==> src/rtl/ex_sim_axi4stream_slv_sink.sv <==
// AXI4-Stream sink for example benches: programmable tready backpressure, incrementing-data checker, handshake monitor.
// Optional build macro AXIS_SINK_TLAST_EN adds s_axis_tlast / pkt_cnt and packet-aware sequencing.
module ex_sim_axi4stream_slv_sink #(
    parameter int          DATA_WIDTH = 8,
    parameter int          CNT_WIDTH  = 32,
    parameter logic [15:0] LFSR_SEED  = 16'hACE1
) (
    input  logic                  aclk,
    input  logic                  areset,
    input  logic                  s_axis_tvalid,
    output logic                  s_axis_tready,
    input  logic [DATA_WIDTH-1:0] s_axis_tdata,
`ifdef AXIS_SINK_TLAST_EN
    input  logic                  s_axis_tlast,
    output logic [CNT_WIDTH-1:0]  pkt_cnt,
`endif
    input  logic [1:0]            cfg_ready_mode,
    input  logic [7:0]            cfg_period,
    input  logic [DATA_WIDTH-1:0] cfg_exp_seed,
    input  logic                  cfg_check_en,
    input  logic                  clr,
    output logic [CNT_WIDTH-1:0]  beat_cnt,
    output logic [CNT_WIDTH-1:0]  err_cnt,
    output logic                  err_first_vld,
    output logic [DATA_WIDTH-1:0] err_first_exp,
    output logic [DATA_WIDTH-1:0] err_first_got,
    output logic                  proto_err
);

    typedef enum logic [1:0] {
        MODE_ALWAYS   = 2'd0,
        MODE_NEVER    = 2'd1,
        MODE_LFSR     = 2'd2,
        MODE_PERIODIC = 2'd3
    } ready_mode_e;

    localparam logic [15:0]           LFSR_MASK = 16'hB400;
    localparam logic [DATA_WIDTH-1:0] DATA_ONE  = DATA_WIDTH'(1);
    localparam logic [CNT_WIDTH-1:0]  CNT_ONE   = CNT_WIDTH'(1);

    function automatic logic [CNT_WIDTH-1:0] sat_inc(input logic [CNT_WIDTH-1:0] v);
        return (&v) ? v : v + CNT_ONE;
    endfunction

    logic [15:0]           lfsr_q, lfsr_d;
    logic [7:0]            period_q, period_d;
    logic                  tready_q, tready_d;
    logic [CNT_WIDTH-1:0]  beat_q, beat_d, err_q, err_d;
    logic                  fv_q, fv_d;
    logic [DATA_WIDTH-1:0] fe_q, fe_d, fg_q, fg_d;
    logic [DATA_WIDTH-1:0] exp_q, exp_d;
    logic                  stall_q, stall_d;
    logic [DATA_WIDTH-1:0] hold_q, hold_d;
    logic                  proto_q, proto_d;
    logic                  xfer, mismatch, proto_viol;
`ifdef AXIS_SINK_TLAST_EN
    logic [CNT_WIDTH-1:0]  pkt_q, pkt_d;
    logic                  hold_last_q, hold_last_d;
`endif

    // Backpressure generators free-run in every mode so switching modes never restarts them.
    always_comb begin
        lfsr_d   = {1'b0, lfsr_q[15:1]} ^ (lfsr_q[0] ? LFSR_MASK : 16'h0000);
        period_d = (period_q >= cfg_period) ? 8'd0 : period_q + 8'd1;
        tready_d = 1'b0;
        case (ready_mode_e'(cfg_ready_mode))
            MODE_ALWAYS:   tready_d = 1'b1;
            MODE_NEVER:    tready_d = 1'b0;
            MODE_LFSR:     tready_d = lfsr_d[0];
            MODE_PERIODIC: tready_d = (period_q == cfg_period);
            default:       tready_d = 1'b0;
        endcase
    end

    assign xfer     = s_axis_tvalid && tready_q;
    assign mismatch = cfg_check_en && (s_axis_tdata != exp_q);
`ifdef AXIS_SINK_TLAST_EN
    assign proto_viol = stall_q && (!s_axis_tvalid || (s_axis_tdata != hold_q)
                                    || (s_axis_tlast != hold_last_q));
`else
    assign proto_viol = stall_q && (!s_axis_tvalid || (s_axis_tdata != hold_q));
`endif

    // NOTE: every next-state signal gets its hold value first, so no path leaves one unassigned (no latch).
    always_comb begin
        beat_d  = beat_q;
        err_d   = err_q;
        fv_d    = fv_q;
        fe_d    = fe_q;
        fg_d    = fg_q;
        exp_d   = exp_q;
        stall_d = s_axis_tvalid && !tready_q;
        hold_d  = s_axis_tdata;
        proto_d = proto_q || proto_viol;
`ifdef AXIS_SINK_TLAST_EN
        pkt_d       = pkt_q;
        hold_last_d = s_axis_tlast;
`endif
        if (clr) begin
            beat_d  = '0;
            err_d   = '0;
            fv_d    = 1'b0;
            fe_d    = '0;
            fg_d    = '0;
            exp_d   = cfg_exp_seed;
            stall_d = 1'b0;
            hold_d  = '0;
            proto_d = 1'b0;
`ifdef AXIS_SINK_TLAST_EN
            pkt_d       = '0;
            hold_last_d = 1'b0;
`endif
        end else if (xfer) begin
            beat_d = sat_inc(beat_q);
            if (mismatch) begin
                err_d = sat_inc(err_q);
                if (!fv_q) begin
                    fv_d = 1'b1;
                    fe_d = exp_q;
                    fg_d = s_axis_tdata;
                end
            end
            exp_d = s_axis_tdata + DATA_ONE;
`ifdef AXIS_SINK_TLAST_EN
            if (s_axis_tlast) begin
                pkt_d = sat_inc(pkt_q);
                exp_d = cfg_exp_seed;
            end
`endif
        end
    end

    // NOTE: state registers use non-blocking assignment so all flops update from pre-edge values.
    always_ff @(posedge aclk) begin
        if (areset) begin
            lfsr_q   <= LFSR_SEED;
            period_q <= 8'd0;
            tready_q <= 1'b0;
            beat_q   <= '0;
            err_q    <= '0;
            fv_q     <= 1'b0;
            fe_q     <= '0;
            fg_q     <= '0;
            exp_q    <= cfg_exp_seed;
            stall_q  <= 1'b0;
            hold_q   <= '0;
            proto_q  <= 1'b0;
`ifdef AXIS_SINK_TLAST_EN
            pkt_q       <= '0;
            hold_last_q <= 1'b0;
`endif
        end else begin
            lfsr_q   <= lfsr_d;
            period_q <= period_d;
            tready_q <= tready_d;
            beat_q   <= beat_d;
            err_q    <= err_d;
            fv_q     <= fv_d;
            fe_q     <= fe_d;
            fg_q     <= fg_d;
            exp_q    <= exp_d;
            stall_q  <= stall_d;
            hold_q   <= hold_d;
            proto_q  <= proto_d;
`ifdef AXIS_SINK_TLAST_EN
            pkt_q       <= pkt_d;
            hold_last_q <= hold_last_d;
`endif
        end
    end

    assign s_axis_tready = tready_q;
    assign beat_cnt      = beat_q;
    assign err_cnt       = err_q;
    assign err_first_vld = fv_q;
    assign err_first_exp = fe_q;
    assign err_first_got = fg_q;
    assign proto_err     = proto_q;
`ifdef AXIS_SINK_TLAST_EN
    assign pkt_cnt       = pkt_q;
`endif

endmodule
==> config.mk <==
export PLATFORM = sky130hd
export DESIGN_NAME = ex_sim_axi4stream_slv_sink
export DESIGN_NICKNAME = d
export VERILOG_FILES = /design/src/rtl/ex_sim_axi4stream_slv_sink.sv
export SDC_FILE = /design/constraint.sdc
export NUM_CORES = 1
export LEC_CHECK = 0
export BUFFER_PORTS_ARGS = -buffer_cell sky130_fd_sc_hd__buf_2
export CORE_MARGIN = 2
export CORE_UTILIZATION = 50
export CTS_CLUSTER_DIAMETER = 120
export DETAILED_ROUTE_END_ITERATION = 6
export MAX_ROUTING_LAYER = met4
export PLACE_DENSITY = 0.79
export SLEW_MARGIN = 40
export SYNTH_ARGS = -nofsm -noshare
export SYNTH_HDL_FRONTEND = slang
export SYNTH_SLANG_ARGS = --single-unit
==> constraint.sdc <==
create_clock -name aclk -period 2.65 [get_ports aclk]
set_input_delay 0.53 -clock aclk [delete_from_list [all_inputs] [get_ports aclk]]
set_output_delay 0.53 -clock aclk [all_outputs]
set_load 0.05 [all_outputs]
; Yosys cells after proc, flatten, opt, wreduce, memory -nomap -nowiden
; Index checks and enable logic that the tools add are counted.
[totals]
out_inout_bits = 83
word_cells = 50
regBits = 124
input_bits = 31
[op_classes]
n_mux = 5
n_eq_ne = 6
magnitude_cmp = 1
n_reduce_logical = 18
bitwise_logic = 4
add_sub_neg = 4
[ops]
columns = op, count
row1 = "32-bit by 1-bit adder with 32-bit output, second input constant", 2
row2 = 32-bit AND reduction, 2
row3 = 8-bit two-way mux, 3
row4 = "8-bit by 1-bit adder with 8-bit output, second input constant", 2
row5 = 16-bit two-way mux, 1
row6 = 8-bit != test, 2
row7 = 15-bit by 16-bit bitwise XOR with 16-bit output, 1
row8 = 8-bit equality test, 1
row9 = 8-bit >= comparator, 1
row10 = 3-bit AND reduction, 2
row11 = "2-bit equality test, second input constant", 2
row12 = 1-bit logical AND, 4
row13 = 1-bit one-hot mux with 4 select lines, 1
row14 = 2-bit AND reduction, 2
row15 = 2-bit OR reduction, 2
row16 = 1-bit NOT, 3
row17 = 3-bit nonzero test, 1
row18 = "2-bit by 1-bit equality test with 1-bit output, second input constant", 1
row19 = 1-bit zero test, 2
row20 = 2-bit zero test, 1
row21 = 1-bit logical OR, 2

; Longest topological paths before layout
[depth]
depth_word = 4
ltp_mapped = 8

; Worst setup path after synthesis
; Ideal clock, no wire load.
[synth_path]
path_kind = register to register
start = reg beat_q[3], in the netlist beat_cnt[3]
end = reg beat_q[15], in the netlist beat_cnt[15]
stages_incl_launch_ff = 9
setup_slack_ns = 0.219
required_ns = 2.522
period_less_slack_ns = 2.431
path_buffers = 2
setup_time_ns = 0.128
arrival_ns = 2.303
path_cell_list = dfxtp_1 -> and4_1 -> nand4_1 -> o41a_1 -> clkbuf_1 -> clkbuf_1 -> nand4_1 -> xor2_1 -> nor2_1
[synth_between]
elab_chain_len = 3
elab_cells_between_ends = 4
classes_between = add/sub: 1 / bitwise: 1 / reduce/logical: 2
[synth_rtl]
columns = item, line_no
row1 = "start, declared", 48  ; logic [CNT_WIDTH-1:0] beat_q, beat_d, err_q, err_d;
row2 = "start signal, assigned", 156  ; beat_q <= beat_d;
row3 = "parallel branches: the longest is 3 deep, another holds 32-bit by 1-bit adder with 32-bit output", n/a
; Parallel ways; which one is timed is not known.
; A chain may end at the register's enable or synchronous reset.

; Worst setup path in the final report
[layout_path]
start = reg err_q[0], in the netlist err_cnt[0]
end = reg err_q[23], in the netlist err_cnt[23]
[layout_between]
elab_chain_len = 3
elab_cells_between_ends = 4
classes_between = add/sub: 1 / bitwise: 1 / reduce/logical: 2
[layout_rtl]
columns = item, line_no
row1 = "start, declared", 48
row2 = "start signal, assigned", 157  ; err_q <= err_d;
row3 = "parallel branches: the longest is 3 deep, another holds 32-bit by 1-bit adder with 32-bit output", n/a
; Parallel ways; which one is timed is not known.

==> metrics.md <==
| Metric | Value |
|---|---|
| Post-route cell area | 6870 sq um |
| Sequential share of power | 44.3% |
| Initial core utilization | 51.3% |
| Dominant cell type by area after synthesis | dfxtp_1 |
| F_max | 423 MHz |
| Worst-Margin Slew | 639 ps |
| IO Port Bufs | 113 |
| Switch share | 21.1% |
| Worst Skew | 7.26 ps |
| DP Worst Slack | 274 ps |
| Initial drt markers | 298 |
| Wire length per cell | 14.8 um |
| Status | completed |
| RSZ-0062 raised after global routing | false |
| Cell with the most instances after synthesis | dfxtp_1 |
| Synthesized Nets | 660 |
| GR Overflow Total | 0 |
| Post-synth top cells | dfxtp_1 (116), nor2_1 (85), nand2_1 (49) |
| Fin nets | 778 |
| First-pass GRT wire length | 21000 um |
| Diode count | 0 |
| Gate power share | 5.0% |
| Reg clk slew, reported paths | 60 ps |
| TritonCTS clock tree | done |
| Synth top area cells | dfxtp_1 (42%), nor2_1 (5.7%), xor2_1 (5.7%) |
| Crit path DAT | 2810 ps |
| Dpl hpwl | 9450 um |
| Worst-skew pair later-pin latency | 510 ps |
| Post-cts hold buffer count | 0 |
| Largest net degree at the start of global routing | 28 |
| Fin Setup TNS | 0 ps |
| Cell Area, Synth | 5560 sq um |
| Max cap viols | 0 |
| Seq/Total Area, Yosys | 46.1% |
| Total number of yosys warnings | 0 |
| WP buf/inv | 0 |
| Slew margin rel. | 57.0% |
| TritonRoute pass-1 iters | 5 |
| # IOs | 114 |
| Critical Path RT | 3090 ps |
| Area after DPL | 6290 sq um |
| # DRC | 0 |
| Crit-path max cell delay | 630 ps |
| Worst Setup End Kind | flip-flop |
| Vias in the first global route | 4514 |
| Area grow syn2layout | 23.5% |
| Fin cells | 888 |
| FF+latch count, synth | 124 |
| Yosys top cell area share | 41.7% |
| Post-synth EDFFs | 8 |
| Netlist cell types | 44 |
| Async SR Flop Fraction | 0% |
| Mean number of vias per cell | 5.44 |
| Cts bufs inserted | 17 |
| Core ar. | 10800 sq um |
| Final core occ | 63.4% |
| CP Launch Type | flip-flop |
| Clk pwr share | 50.7% |
| Share of layout cells above drive strength 1 | 22.7% |
| Antenna Nets Post-Route | 0 |
| Tmin final | 2360 ps |
| Flop2flop setup slack | 290 ps |
| Fin crit share | 89.2% |
| # setup viols final | 0 |
| Fin. max-slew vios | 0 |
| Setup ws final | 287 ps |
| Rows | 38 |
| P_leak | 2.83 nW |
| Htree depth | 4 |
| Syn Inst Count | 617 |
| Cells after DPL | 856 |
| PostCTS Resize Cnt | 0 |
| Total track usage | 22.9% |
| Ordered cell list for the critical path | ha_1 > and3_4 > and4b_4 > or4_4 > or4_1 > a21oi_1 |
| Kind of critical path | flip-flop to flip-flop |
| Net load switching power | 0.932 mW |
| PD cells | 644 nW/um^2 |
| Hold WC Path Type | input pin to flip-flop |
| Post-CTS Setup Bufs | 0 |
| Main synth FF type | dfxtp_1 |
| Antenna violations before repair | 0 |
| Sink Count | 124 |
| Synthesized area per cell | 9.02 sq um |
| Worst VDD drop | 0.000390 V |
| Clock root buffer | clkbuf_8 |
| Die area | 12000 sq um |
| CP max FO | 15 |
| Cell class contributing the biggest share of worst-path delay | simple AND/OR/NAND/NOR gates |
| Crit path max-delay cell type | or4_4 |
| Post-Route WL | 13200 um |
| DR vias | 4828 |
| GPL Wtd Cong | 0.889 |
| Hold Vio Cnt, Final | 0 |
| Clk buf depth | 2 |
| Pint | 3.49 mW |
| Die Ht | 109 um |
| DIE WIDTH | 109 um |
layout by cell type, fill, tap and decap left out, drive strengths merged, types with 7 or more instances in the layout:
cell / instances
a21oi: 20
o21ai: 17
xor2: 36
mux2i: 22
or4: 7
nand3: 32
ha: 12
inv: 16
nor3: 13
nand4: 25
dfxtp: 116
clkbuf: 26
buf: 125
nand2: 49
and2: 11
and4: 7
or3: 14
edfxtp: 8
nor2b: 10
nor2: 85
and3: 15
xnor2: 33
or2: 8
nor4: 10
sequential cells by signal (all words and copies together) (netlist names):
signal / count
beat_cnt: 32
exp_q: 8
lfsr_q: 16
err_cnt: 32
err_first_got: 8
proto_err: 1
stall_q: 1
period_q: 8
err_first_vld: 1
s_axis_tready: 1
err_first_exp: 8
hold_q: 8
kinds of logic (layout without fill, tap and decap cells):
logic type | Yosys count | after routing | synth area share (%)
AND/OR/NAND/NOR | 293 | 293 | 27.0
XOR/XNOR | 69 | 69 | 10.9
buffers and inverters | 42 | 173 | 3.24
multiplexers | 22 | 22 | 3.96
flip-flops | 124 | 124 | 46.1
adder cells (fa/ha/maj) | 12 | 12 | 2.70
AO/OA/AOI/OAI | 55 | 55 | 6.16
worst paths after layout:
path,from,cells past startpoint,end
max,err_cnt[0],6,err_cnt[23]
min,cfg_ready_mode[0],3,s_axis_tready
max reg2reg,err_cnt[0],6,err_cnt[23]
min reg2reg,lfsr_q[6],1,lfsr_q[5]
worst min-delay path, cell delays in order:
cell and delay, ps:
buf_2 90, a31oi_1 70, nor2_1 80
metal layers:
metal	track usage (%)	vias up	share of wire, %
met5	-	-	0
met2	35.7	124	48
met4	10.4	0	1.6
met1	28.0	2305	44
met3	5.69	22	6.1
li1	-	2377	-
cell type report:
cell class / count / area [sq um]
fillers: 918 / 3970
multi-input cells: 451 / 2820
repair buffers: 125 / 668
inverters: 16 / 60.1
well taps: 140 / 175
clock buffers: 26 / 499
flip-flops and latches: 124 / 2560
clock inverters: 6 / 82.6
through the flow:
| step | hold WS (ps) | power (mW) |
|---|---|---|
| 6_report | 295 | 4.42 |
| 5_1_grt | 301 | 4.57 |
| 4_1_cts | 268 | 4.47 |
| 3_5_place_dp | 393 | 2.22 |
| 3_3_place_gp | 396 | 2.21 |
| 2_1_floorplan | 389 | 2.14 |
power groups by stage:
stage	logic (mW)	clock network, mW	registers (mW)
global placement	0.215	0	2.00
CTS	0.225	2.29	1.96
global route	0.248	2.36	1.96
finish	0.223	2.24	1.96
detailed placement	0.222	0	2.00
floorplan	0.143	0	2.00
(Power assumes the default switching activity.)
